[src/rtl/ps2_host_tx.sv]
// PS/2 host-to-device transmitter: inhibits the clock, issues a request-to-send,
// shifts an odd-parity frame out on device clock falling edges and checks the ack.
module ps2_host_tx #(
  parameter int CLK_INHIBIT_CYCLES = 5000,
  parameter int TIMEOUT_CYCLES     = 750000
) (
  input  logic       CLOCK_50,
  input  logic       resetn,
  input  logic [7:0] tx_data,
  input  logic       tx_start,
  input  logic       ps2_clk_in,
  input  logic       ps2_data_in,
  output logic       ps2_clk_oe,
  output logic       ps2_data_oe,
  output logic       tx_busy,
  output logic       tx_done,
  output logic       tx_error
);

  localparam int TW = $clog2(TIMEOUT_CYCLES + 1);
  localparam int IW = $clog2(CLK_INHIBIT_CYCLES + 1);

  typedef enum logic [2:0] {IDLE, INHIBIT, REQUEST, SHIFT, ACK, RELEASE} state_t;

  state_t        state;
  state_t        state_next;
  logic          clk_meta;
  logic          clk_sync;
  logic          clk_prev;
  logic          data_meta;
  logic          data_sync;
  logic [9:0]    frame;
  logic [3:0]    bit_cnt;
  logic          data_drive;
  logic [IW-1:0] inh_cnt;
  logic [TW-1:0] tout_cnt;
  logic          clk_fall;
  logic          active;
  logic          timeout_hit;
  logic          accept;
  logic          load_bit;

  assign clk_fall    = clk_prev & ~clk_sync;
  assign active      = (state == REQUEST) || (state == SHIFT) || (state == ACK) || (state == RELEASE);
  assign timeout_hit = active && (tout_cnt == TW'(TIMEOUT_CYCLES));

  // Bring the asynchronous pad levels into the clock domain; idle-high lines reset to 1
  always_ff @(posedge CLOCK_50 or negedge resetn) begin
    if (!resetn) begin
      clk_meta  <= 1'b1;
      clk_sync  <= 1'b1;
      clk_prev  <= 1'b1;
      data_meta <= 1'b1;
      data_sync <= 1'b1;
    end else begin
      clk_meta  <= ps2_clk_in;
      clk_sync  <= clk_meta;
      clk_prev  <= clk_sync;
      data_meta <= ps2_data_in;
      data_sync <= data_meta;
    end
  end

  // State register
  always_ff @(posedge CLOCK_50 or negedge resetn) begin
    if (!resetn) state <= IDLE;
    else         state <= state_next;
  end

  // Next-state logic, line drivers and the single-cycle done/error pulses
  always_comb begin
    state_next  = state;
    accept      = 1'b0;
    load_bit    = 1'b0;
    tx_done     = 1'b0;
    tx_error    = 1'b0;
    tx_busy     = (state != IDLE);
    ps2_clk_oe  = (state == INHIBIT);
    ps2_data_oe = 1'b0;
    case (state)
      IDLE: begin
        if (tx_start) begin
          accept     = 1'b1;
          state_next = INHIBIT;
        end
      end
      INHIBIT: begin
        if (inh_cnt == IW'(CLK_INHIBIT_CYCLES - 1)) begin
          ps2_data_oe = 1'b1;
          state_next  = REQUEST;
        end
      end
      REQUEST: begin
        ps2_data_oe = 1'b1;
        if (timeout_hit) begin
          ps2_data_oe = 1'b0;
          tx_error    = 1'b1;
          state_next  = IDLE;
        end else if (clk_fall) begin
          load_bit   = 1'b1;
          state_next = SHIFT;
        end
      end
      SHIFT: begin
        ps2_data_oe = data_drive;
        if (timeout_hit) begin
          ps2_data_oe = 1'b0;
          tx_error    = 1'b1;
          state_next  = IDLE;
        end else if (clk_fall) begin
          load_bit = 1'b1;
          if (bit_cnt == 4'd9) state_next = ACK;
        end
      end
      ACK: begin
        if (timeout_hit) begin
          tx_error   = 1'b1;
          state_next = IDLE;
        end else if (clk_fall) begin
          if (!data_sync) begin
            state_next = RELEASE;
          end else begin
            tx_error   = 1'b1;
            state_next = IDLE;
          end
        end
      end
      RELEASE: begin
        if (timeout_hit) begin
          tx_error   = 1'b1;
          state_next = IDLE;
        end else if (clk_sync && data_sync) begin
          tx_done    = 1'b1;
          state_next = IDLE;
        end
      end
      default: state_next = IDLE;
    endcase
  end

  // Frame latch, bit shifter and the inhibit / saturating timeout counters
  always_ff @(posedge CLOCK_50 or negedge resetn) begin
    if (!resetn) begin
      frame      <= '0;
      bit_cnt    <= '0;
      data_drive <= 1'b0;
      inh_cnt    <= '0;
      tout_cnt   <= '0;
    end else begin
      if (accept) begin
        frame      <= {1'b1, ~^tx_data, tx_data};
        bit_cnt    <= '0;
        data_drive <= 1'b0;
        inh_cnt    <= '0;
      end
      if (state == INHIBIT) begin
        inh_cnt  <= inh_cnt + 1'b1;
        tout_cnt <= '0;
      end else if (active && (tout_cnt != TW'(TIMEOUT_CYCLES))) begin
        tout_cnt <= tout_cnt + 1'b1;
      end
      if (load_bit) begin
        data_drive <= ~frame[bit_cnt];
        bit_cnt    <= bit_cnt + 1'b1;
      end
    end
  end

endmodule

[config.mk]
export PLATFORM = sky130hd
export DESIGN_NAME = ps2_host_tx
export DESIGN_NICKNAME = d
export VERILOG_FILES = /design/src/rtl/ps2_host_tx.sv
export SDC_FILE = /design/constraint.sdc
export NUM_CORES = 1
export LEC_CHECK = 0
export ABC_CLOCK_PERIOD_IN_PS = 2880
export CORE_MARGIN = 3
export CORE_UTILIZATION = 59
export DETAILED_ROUTE_END_ITERATION = 8
export GPL_TIMING_DRIVEN = 0
export PLACE_DENSITY = 0.9
export SLEW_MARGIN = 20
export SYNTH_ARGS = -nofsm -noshare
export SYNTH_HDL_FRONTEND = slang
export SYNTH_SLANG_ARGS = --single-unit
[constraint.sdc]
create_clock -name CLOCK_50 -period 2.88 [get_ports CLOCK_50]
set_clock_uncertainty 0.15 [all_clocks]
set_input_delay 0.72 -clock CLOCK_50 [delete_from_list [all_inputs] [get_ports CLOCK_50]]
set_output_delay 0.72 -clock CLOCK_50 [all_outputs]
set_load 0.1 [all_outputs]
Word-level counts from Yosys, hierarchy flattened. Cells that the tools add are included.

Add/subtract/negate cells: 3. Magnitude comparators: 1. Eq/ne operators: 16. Mux-type cells: 40. Bitwise gates (word level): 3. Reductions and logical operators: 15.

Operator list (count): $mux 20 (2); $mux 3 (12); $mux 13 (2); $add 20x1->20 const B (1); $eq 20x20->1 const B (1); $ne 20x20->1 const B (1); $mux 1 (18); $pmux 3 s6 (1); $add 13x1->13 const B (1); $eq 13x13->1 const B (1); $ne 3x3->1 const B (3); $mux 4 (2); $reduce_xnor 8->1 (1); $reduce_and 7->1 (1); $eq 3x2->1 const B (2); $eq 3x3->1 const B (2); $ne 3x2->1 const B (2); $reduce_bool 2->1 (3); $lt 4x5->1 const B (1); $add 4x1->4 const B (1); $bmux 1 s4 (1); $eq 4x4->1 const B (1); $eq 3x1->1 const B (1); $logic_and 1x1->1 (3); other kinds (11) (14).

Register bits after elaboration: 56. Output and inout port bits: 5.

Logic depth before layout (Yosys ltp). Gate-level depths: netlist (run 1).

Depth in word-level cells: 8. Depth in mapped cells: 8. Mapped depth without buffers: 7.

Worst setup path before layout (run 1). No wires, ideal clock.

Path kind: reg-to-output. Start point: reg tout_cnt[0]. End point: out tx_error. Arrival: 3.526 ns. Required time: 2.010 ns. Path slack: -1.516 ns. Cell stages (with the launch flop): 8. Cells stage by stage: dfrtp_1 > inv_1 > ha_1 > and4b_2 > nand3_1 > nor3_1 > a21oi_1 > o31ai_1.

Word-level cells in the longest chain between the ends: 4. Elaborated cells on any way between the ends: 5. Classes of those cells: eq/ne: 1; mux: 3; reduce/logical: 1.

RTL lines: start: declaration (RTL line 36) `logic [TW-1:0] tout_cnt;`; start signal: assignment (RTL line 160) `tout_cnt <= tout_cnt + 1'b1;`; $eq 20x20->1 (*) (RTL line 45) `assign timeout_hit = active && (tout_cnt == TW'(TIMEOUT_CYCLES));`; $logic_and 1x1->1 (*) (RTL line 45); $mux 1, on equally long branches; $pmux 1 s2 (*) (RTL line 80) `case (state)`; end: declaration (RTL line 17) `output logic tx_error`.

Mark *: on every way between the ends. The rest lies on a longest branch, timed or not.

Final worst setup path (run 1).
Start point: reg tout_cnt[1]. End point: out ps2_data_oe.

Word-level cells in the longest chain between the ends: 4. Elaborated cells on any way between the ends: 5. Classes of those cells: eq/ne: 1; mux: 3; reduce/logical: 1.

RTL lines: $eq 20x20->1 (*) (RTL line 45); $logic_and 1x1->1 (*) (RTL line 45); $mux 1, on equally long branches (RTL line 106, 95); $pmux 1 s3 (*) (RTL line 80); end: declaration (RTL line 14) `output logic ps2_data_oe,`.

Marked as above.

==> impl_results.md, run 1 <==
- Status: finished with violations
- Failing checks: setup timing
- Cell row count: 25
- Syn Area/Cell: around 9.6 um2
- Crit end category: output port
- Final setup margin: -16.8 ps
- Clock buffer depth: 2
- Top Usage Layer GRT: met2
- Met3 Usage GRT: under 10%
- Min-Delay Path Class: flip-flop to flip-flop
- Number of synthesized flops with an enable pin: 0
- CTS tree: done
- Worst-path maximum fanout: 6
- Critical-path cell list: inv_2 -> ha_4 -> and4b_2 -> nand3_4 -> or3_4 -> o2111ai_4 -> o21ai_4 -> buf_12
- Cells after DPL: 393
- Max_cap viols: 0
- Total Wirelength: 6190 um
- Die footprint: around 5900 um2
- Critical Path RT: between 2000 and 2500 ps
- H-Tree Depth: 2
- Fin cells: slightly above 400
- Post-route antenna net violation count: 0
- Tmin final: between 2000 and 3000 ps
- Crit share post-route: 101%
- Slowest stage cell on the critical path: dfrtp_1
- VDD IR-drop max: 0.497 mV
- Hold path cells: 0
- Dpl ws: -942 ps
- Buffers on Ports: 17
- Worst-Margin Slew: 953 ps
- GR Layer Usage met1: between 20 and 30%
- Max_slew headroom: between 30% and 40%
- Total Nets Final: around 360
- LEAKAGE: 1.53 nW
- Final hold viol count: 0
- Area Overhead vs Synth: 21.5%
- Crit path DAT: slightly above 2000 ps
- Worst Setup Path Type: flip-flop to output port
- Initial antenna violation count: 0
- Cts hold-fix bufs: 0
- Final setup fails: 3
- DRC Markers: 0
- Starting density of the core: between 60% and 70%
- Clock slew seen by the registers of the worst setup and hold paths: about 90 ps
- Largest area contributor in the netlist: dfrtp_1
- RSZ-0062 raised after global routing: yes
- DR vias/cell: slightly below 6
- Clk Latency, worst-skew pair: ~310 ps
- CTS root buffer: clkbuf_8
- Total grt overflow: 0
- Pwr/cell area: ~780 nW/um2
- Reg2Reg Depth: 7
- Core area: 4790 um2
- Die Wd: just under 80 um
- Fraction of layout cells with a size suffix above 1: between 10% and 20%
- Drt initial violations: around 130
- Detailed Place HPWL: 4110 um
- Ys flop type: dfrtp_1
- Leading post-synthesis cells by cell area: dfrtp_1 (43%), nand2_1 (6.4%), dfstp_2 (4.4%)
- Top-area cell type share of the netlist area: a little over two fifths
- Syn_nets: ~330
- First-pass GRT wire length: roughly 11000 um
- First drt pass iteration count: 4
- Largest net degree at the start of global routing: 57
- Ys async rst share: 100%
- GP Congestion: 0.886
- Synth Cell Area: between 2000 and 3000 um2
- Clk sink count: 56
- Wire length per cell: roughly 15 um
- Post-Synthesis Cells: around 300
- Highest Clock Rate: between 0.3 and 0.4 GHz
- Finished Cell Area: approximately 3600 um2
- Crit-path max cell delay: slightly above 400 ps
- I/O pin cnt: 18
- GR Util All Layers: between 20% and 30%
- Dpl cell area: 3250 um2
- Post-synth cell types: 57
- Fillers: 316
- Yosys reg bits: 56
- Vias in the first global route: between 2000 and 2500
- Max-slew violations: 0
- Critical Path Source Type: flip-flop
- GR Layer Usage met2: 38.6%
- Vias post-DR: roughly 2400
- CTS Buf Count: 5
- Die Ht: just under 80 um
- Total of warnings raised by yosys: 0
- Register area share after synthesis: 47.3%
- Antenna cells: 0
## where the power goes
group          leakage, nW  switching (W)  internal, W
Combinational        0.737       0.000711     0.000516
Sequential           0.730       0.000138     0.000936
Clock               0.0614       0.000250     0.000285
Total                 1.53        0.00110      0.00174
## synthesized netlist by cell type (4+ instances only)
library cell	number
a21oi_1	7
nand4_1	9
nor2_1	28
ha_1	6
xnor2_1	14
inv_1	9
nor3_1	7
nand2_1	51
dfrtp_1	51
or3_1	4
o21ai_0	18
buf_2	5
xor2_1	11
nand3_1	16
dfstp_2	5
clkbuf_1	5
mux2i_1	7
## registers in the layout, indices dropped and copies added (netlist names)
name,cells
data_drive,1
tout_cnt,20
clk_meta,1
clk_prev,1
state,3
bit_cnt,4
data_meta,1
clk_sync,1
frame,10
inh_cnt,13
data_sync,1
## routing by layer
| layer | vias up | wire length (um) |
|---|---|---|
| li1 | 1161 | - |
| met3 | 14 | 210 |
| met1 | 1192 | 2620 |
| met2 | 59 | 3230 |
| met4 | 0 | 133 |
| met5 | - | 0 |
## worst paths after layout
| path | start | endpoint | slack (ps) |
|---|---|---|---|
| setup / recovery | tout_cnt[1]$_DFFE_PN0P_ | ps2_data_oe | -20 |
| hold / removal | clk_meta$_DFF_PN1_ | clk_sync$_DFF_PN1_ | 210 |
| setup reg to reg | state[2]$_DFFE_PN0P_ | tout_cnt[19]$_DFFE_PN0P_ | 440 |
| hold reg to reg | clk_meta$_DFF_PN1_ | clk_sync$_DFF_PN1_ | 210 |
| max in group asynchronous | resetn | state[2]$_DFFE_PN0P_ | 1770 |
| min in group asynchronous | resetn | tout_cnt[14]$_DFFE_PN0P_ | 290 |
## final cells by class
cell class	instances	area, um2	share of cell area [%]
flip-flops and latches	56	1410	39.0
clock inverters	2	38.8	1.07
multi-input cells	232	1580	43.6
well taps	67	83.8	2.32
plain buffers	11	81.3	2.25
inverters	10	43.8	1.21
clock buffers	6	82.6	2.28
repair buffers	29	300	8.30
## worst max-delay path, delay by kind of cell, from the launching register on
kind / cells / cell delay (ps)
adders and majority gates: 1 / 120
and+or+nand+nor: 3 / 740
AOI/OAI and AO/OA: 2 / 190
DFF: 1 / 410
buffers and inverters: 2 / 250
## cell families (layout without fill, tap and decap cells)
group                    Yosys count  in the layout  share of synthesized area (%)
XOR/XNOR                          25             25                           7.35
flip-flops                        56             56                           47.3
adder cells (fa/ha/maj)            6              6                           2.52
buffers and inverters             21             58                           2.94
multiplexers                      10             10                           4.24
AND/OR/NAND/NOR                  145            145                           25.8
AO/OA/AOI/OAI                     46             46                           9.87
## metrics by stage
step / hold WS (ps) / TNS [ps] / util, % / total power (W)
2_1_floorplan: 195 / -153 / - / 0.00184
3_3_place_gp: 196 / -39470 / 68.1 / 0.00205
3_5_place_dp: 197 / -3220 / 68.0 / 0.00209
4_1_cts: 211 / -201 / 74.3 / 0.00281
5_1_grt: 215 / -338 / 75.6 / 0.00302
6_report: 210 / -24.8 / 75.6 / 0.00284
## placed cells by master (no fill, tap or decap), types with 3 or more instances in the layout
master | netlist | routed
nor2b_1 | 3 | 3
dfrtp_1 | 51 | 49
nand3_1 | 16 | 15
buf_12 | 0 | 4
nor4_1 | 3 | 3
buf_4 | 0 | 12
mux2i_1 | 7 | 7
ha_1 | 6 | 4
nand2_1 | 51 | 51
clkbuf_8 | 0 | 6
buf_6 | 0 | 3
o21ai_0 | 18 | 17
nor3_1 | 7 | 5
nor2_1 | 28 | 28
clkdlybuf4s50_1 | 0 | 11
a22o_1 | 3 | 3
dfstp_2 | 5 | 5
clkbuf_1 | 5 | 5
xnor2_1 | 14 | 14
a21oi_1 | 7 | 6
or3_1 | 4 | 4
o211ai_1 | 3 | 3
xor2_1 | 11 | 11
nand4_1 | 9 | 9
inv_1 | 9 | 5
## repair_timing
item / 4_1_cts / 5_1_grt
hold endpoints to repair: 0 / 0
gates cloned: 0 / 0
endpoints found under the setup margin: 5 / 4
pin swaps: 6 / 3
resized for setup: 60 / 9
buffers inserted: 7 / 5
Note: power is estimated with default switching activity, not from simulation.
==> inputs of run 2 (changes only) <==
Settings changed: SLEW_MARGIN 20 to unset.
==> run 2 against run 1 <==
The flow still finishes with violations (setup timing). Cell area fell by 1.0%. Combinational power shrank 3%. Sequential cell count stayed put. Worst setup slack got worse by 12 ps. Via count is 0.33% lower. Sequential power about the same. Register-to-register slack improved by 20 ps. Clock power fell by 22%. Total power shrank 5.2%. Worst hold slack lost 24 ps. Maximum frequency is 0.41% lower. First-iteration DRC count decreased by 13%. Largest cell class unchanged. Largest power group unchanged.
==> impl_results.md, run 2 (synthesis results as in run 1) <==
- Status: finished with violations
- Failing checks: setup timing
- Drt initial violations: 109 (-13%)
- CTS root buffer: clkbuf_8
- Worst Setup Path Type: flip-flop to output port
- Die Wd: 77.0 um (unchanged)
- Most frequent cells in the layout: nand2_1 (50), dfrtp_1 (50), nor2_1 (28), o21ai_0 (17), nand3_1 (15)
- First drt pass iteration count: 4 (unchanged)
- CTS tree: done
- Largest register FFs: 20 (unchanged)
- Clock slew seen by the registers of the worst setup and hold paths: 100 ps (about the same)
- Clk sink count: 56 (unchanged)
- Clk Latency, worst-skew pair: 300 ps (about the same)
- Pwr/cell area: 750 nW/um2 (-4.3%)
- Die Ht: 77.0 um (unchanged)
- DRC Markers: 0 (unchanged)
- Vias post-DR: 2418 (-0.33%)
- RSZ-0062 raised after global routing: yes
- Tmin final: 2910 ps (+11.9 ps)
- Min-Delay Path Class: input pin to async pin
- Pwr Total: 0.00269 W (-5.2%)
- I/O pin cnt: 18 (unchanged)
- Crit-path max cell delay: 410 ps (about the same)
- Critical-path cell list: inv_2 -> ha_4 -> and4b_2 -> nand3_4 -> or3_4 -> o2111ai_4 -> o21ai_4 -> buf_12
- CTS Buf Count: 5 (unchanged)
- Clock buffer depth: 2 (unchanged)
- Dpl cell area: 3270 um2 (+0.54%)
- GR Util All Layers: 22.0% (about the same)
- Fraction of layout cells with a size suffix above 1: 19.0% (-0.69 points)
- Total grt overflow: 0 (unchanged)
- Top cell family by delay on the critical path: simple AND/OR/NAND/NOR gates
- Wire length per cell: 15.1 um (+0.96%)
- DR vias/cell: 5.83 (-0.81%)
- Slowest stage cell on the critical path: dfrtp_1
- Detailed Place HPWL: 4210 um (+2.4%)
- First-pass GRT wire length: 10700 um (+1.2%)
- Finished Cell Area: 3580 um2 (-1.0%)
- Core area: 4790 um2 (unchanged)
- Crit share post-route: 101% (+0.41 points)
- H-Tree Depth: 2 (unchanged)
- Starting density of the core: 62.2% (unchanged)
- Worst-path maximum fanout: 4 (-2)
- Area Overhead vs Synth: 20.3%
- Total Wirelength: 6280 um (+1.5%)
- GP Congestion: 0.886 (unchanged)
- Critical Path Source Type: flip-flop
- Largest regs: tout_cnt: 20 flops, inh_cnt: 13 flops, frame: 10 flops
- Antenna cells: 0 (unchanged)
- LEAKAGE: 1.52 nW (-0.64%)
- Die footprint: 5940 um2 (unchanged)
- Largest net degree at the start of global routing: 40 (-30%)
- Max_cap viols: 0 (unchanged)
- Biggest register: tout_cnt
- Critical Path RT: 2010 ps (about the same)
- Crit path DAT: 2040 ps (about the same)
- Final setup margin: -28.7 ps (-11.9 ps)
- Max-slew violations: 0 (unchanged)
- Cts hold-fix bufs: 0 (unchanged)
- Highest Clock Rate: 0.344 GHz (-0.41%)
- Vias in the first global route: 2317 (+0.22%)
- Final setup fails: 2 (-1)
- Hold slack: 185 ps (-24.5 ps)
- Total Nets Final: 366 (+0.55%)
- Cell row count: 25 (unchanged)
- Buffers on Ports: 17 (unchanged)
- Final hold viol count: 0 (unchanged)
- VDD IR-drop max: 0.519 mV (+4.4%)
- Post-route antenna net violation count: 0 (unchanged)
- Max_slew headroom: 36.7% (about the same)
- Worst-Margin Slew: 953 ps (+0.452 ps)
- Finished Core Util: 74.8% (-0.76 points)
- Final setup TNS: -32.5 ps (-7.66 ps)
- Initial antenna violation count: 0 (unchanged)
- CP bufs+invs: 2 (unchanged)
- Crit end category: output port
## run 2: final cells by class
type,count,area [um2]
repair buffers,31,322
plain buffers,11,72.6
clock inverters,1,5.00
multi-input cells,232,1570
flip-flops and latches,56,1410
inverters,10,38.8
clock buffers,7,76.3
well taps,67,83.8
fillers,334,1200
## run 2: routing by layer
layer	GRT usage [%]	part of all wire, %	wire length [um]	vias up
li1	-	-	-	1163
met1	28.1	44	2740	1201
met2	39.8	52	3270	46
met3	2.93	3.2	200	8
met4	4.45	1.1	70	0
met5	0	0	0	-
## run 2: final timing paths
path | from | end | slack (ps) | cells past startpoint
min in group CLOCK_50 | data_meta$_DFF_PN1_ | data_sync$_DFF_PN1_ | 210 | 0
setup / recovery | tout_cnt[0]$_DFFE_PN0P_ | ps2_data_oe | -30 | 8
hold reg to reg | data_meta$_DFF_PN1_ | data_sync$_DFF_PN1_ | 210 | 0
setup reg to reg | tout_cnt[0]$_DFFE_PN0P_ | bit_cnt[2]$_DFFE_PN0P_ | 460 | 11
max in group asynchronous | resetn | data_meta$_DFF_PN1_ | 1780 | 2
hold / removal | resetn | tout_cnt[15]$_DFFE_PN0P_ | 190 | 1
## run 2: worst reg2reg max path: cells and delay by family, from the launching register on
family | cells | cell delay, ps
adders and majority gates | 1 | 120
AOI/OAI and AO/OA | 2 | 510
buffers and inverters | 5 | 650
muxes | 1 | 130
DFF | 1 | 410
and+or+nand+nor | 2 | 350
## run 2: report_power, final
| part | switching, W | internal [W] | total, W |
|---|---|---|---|
| Sequential | 0.000139 | 0.000936 | 0.00108 |
| Combinational | 0.000711 | 0.000483 | 0.00119 |
| Clock | 0.000247 | 0.000172 | 0.000418 |
| Total | 0.00110 | 0.00159 | 0.00269 |
## run 2: what timing repair did
item,in CTS,in global routing
gates resized for setup,59,2
pin swaps,5,3
setup buffers,11,2
setup endpoints to repair,5,3
## run 2: through the flow
step                instances  setup slack, ps
CTS                       413            -58.6
global placement          393             -842
floorplan                 309             -153
finish                    415            -28.7
detailed placement        394             -975
global route              415             -103
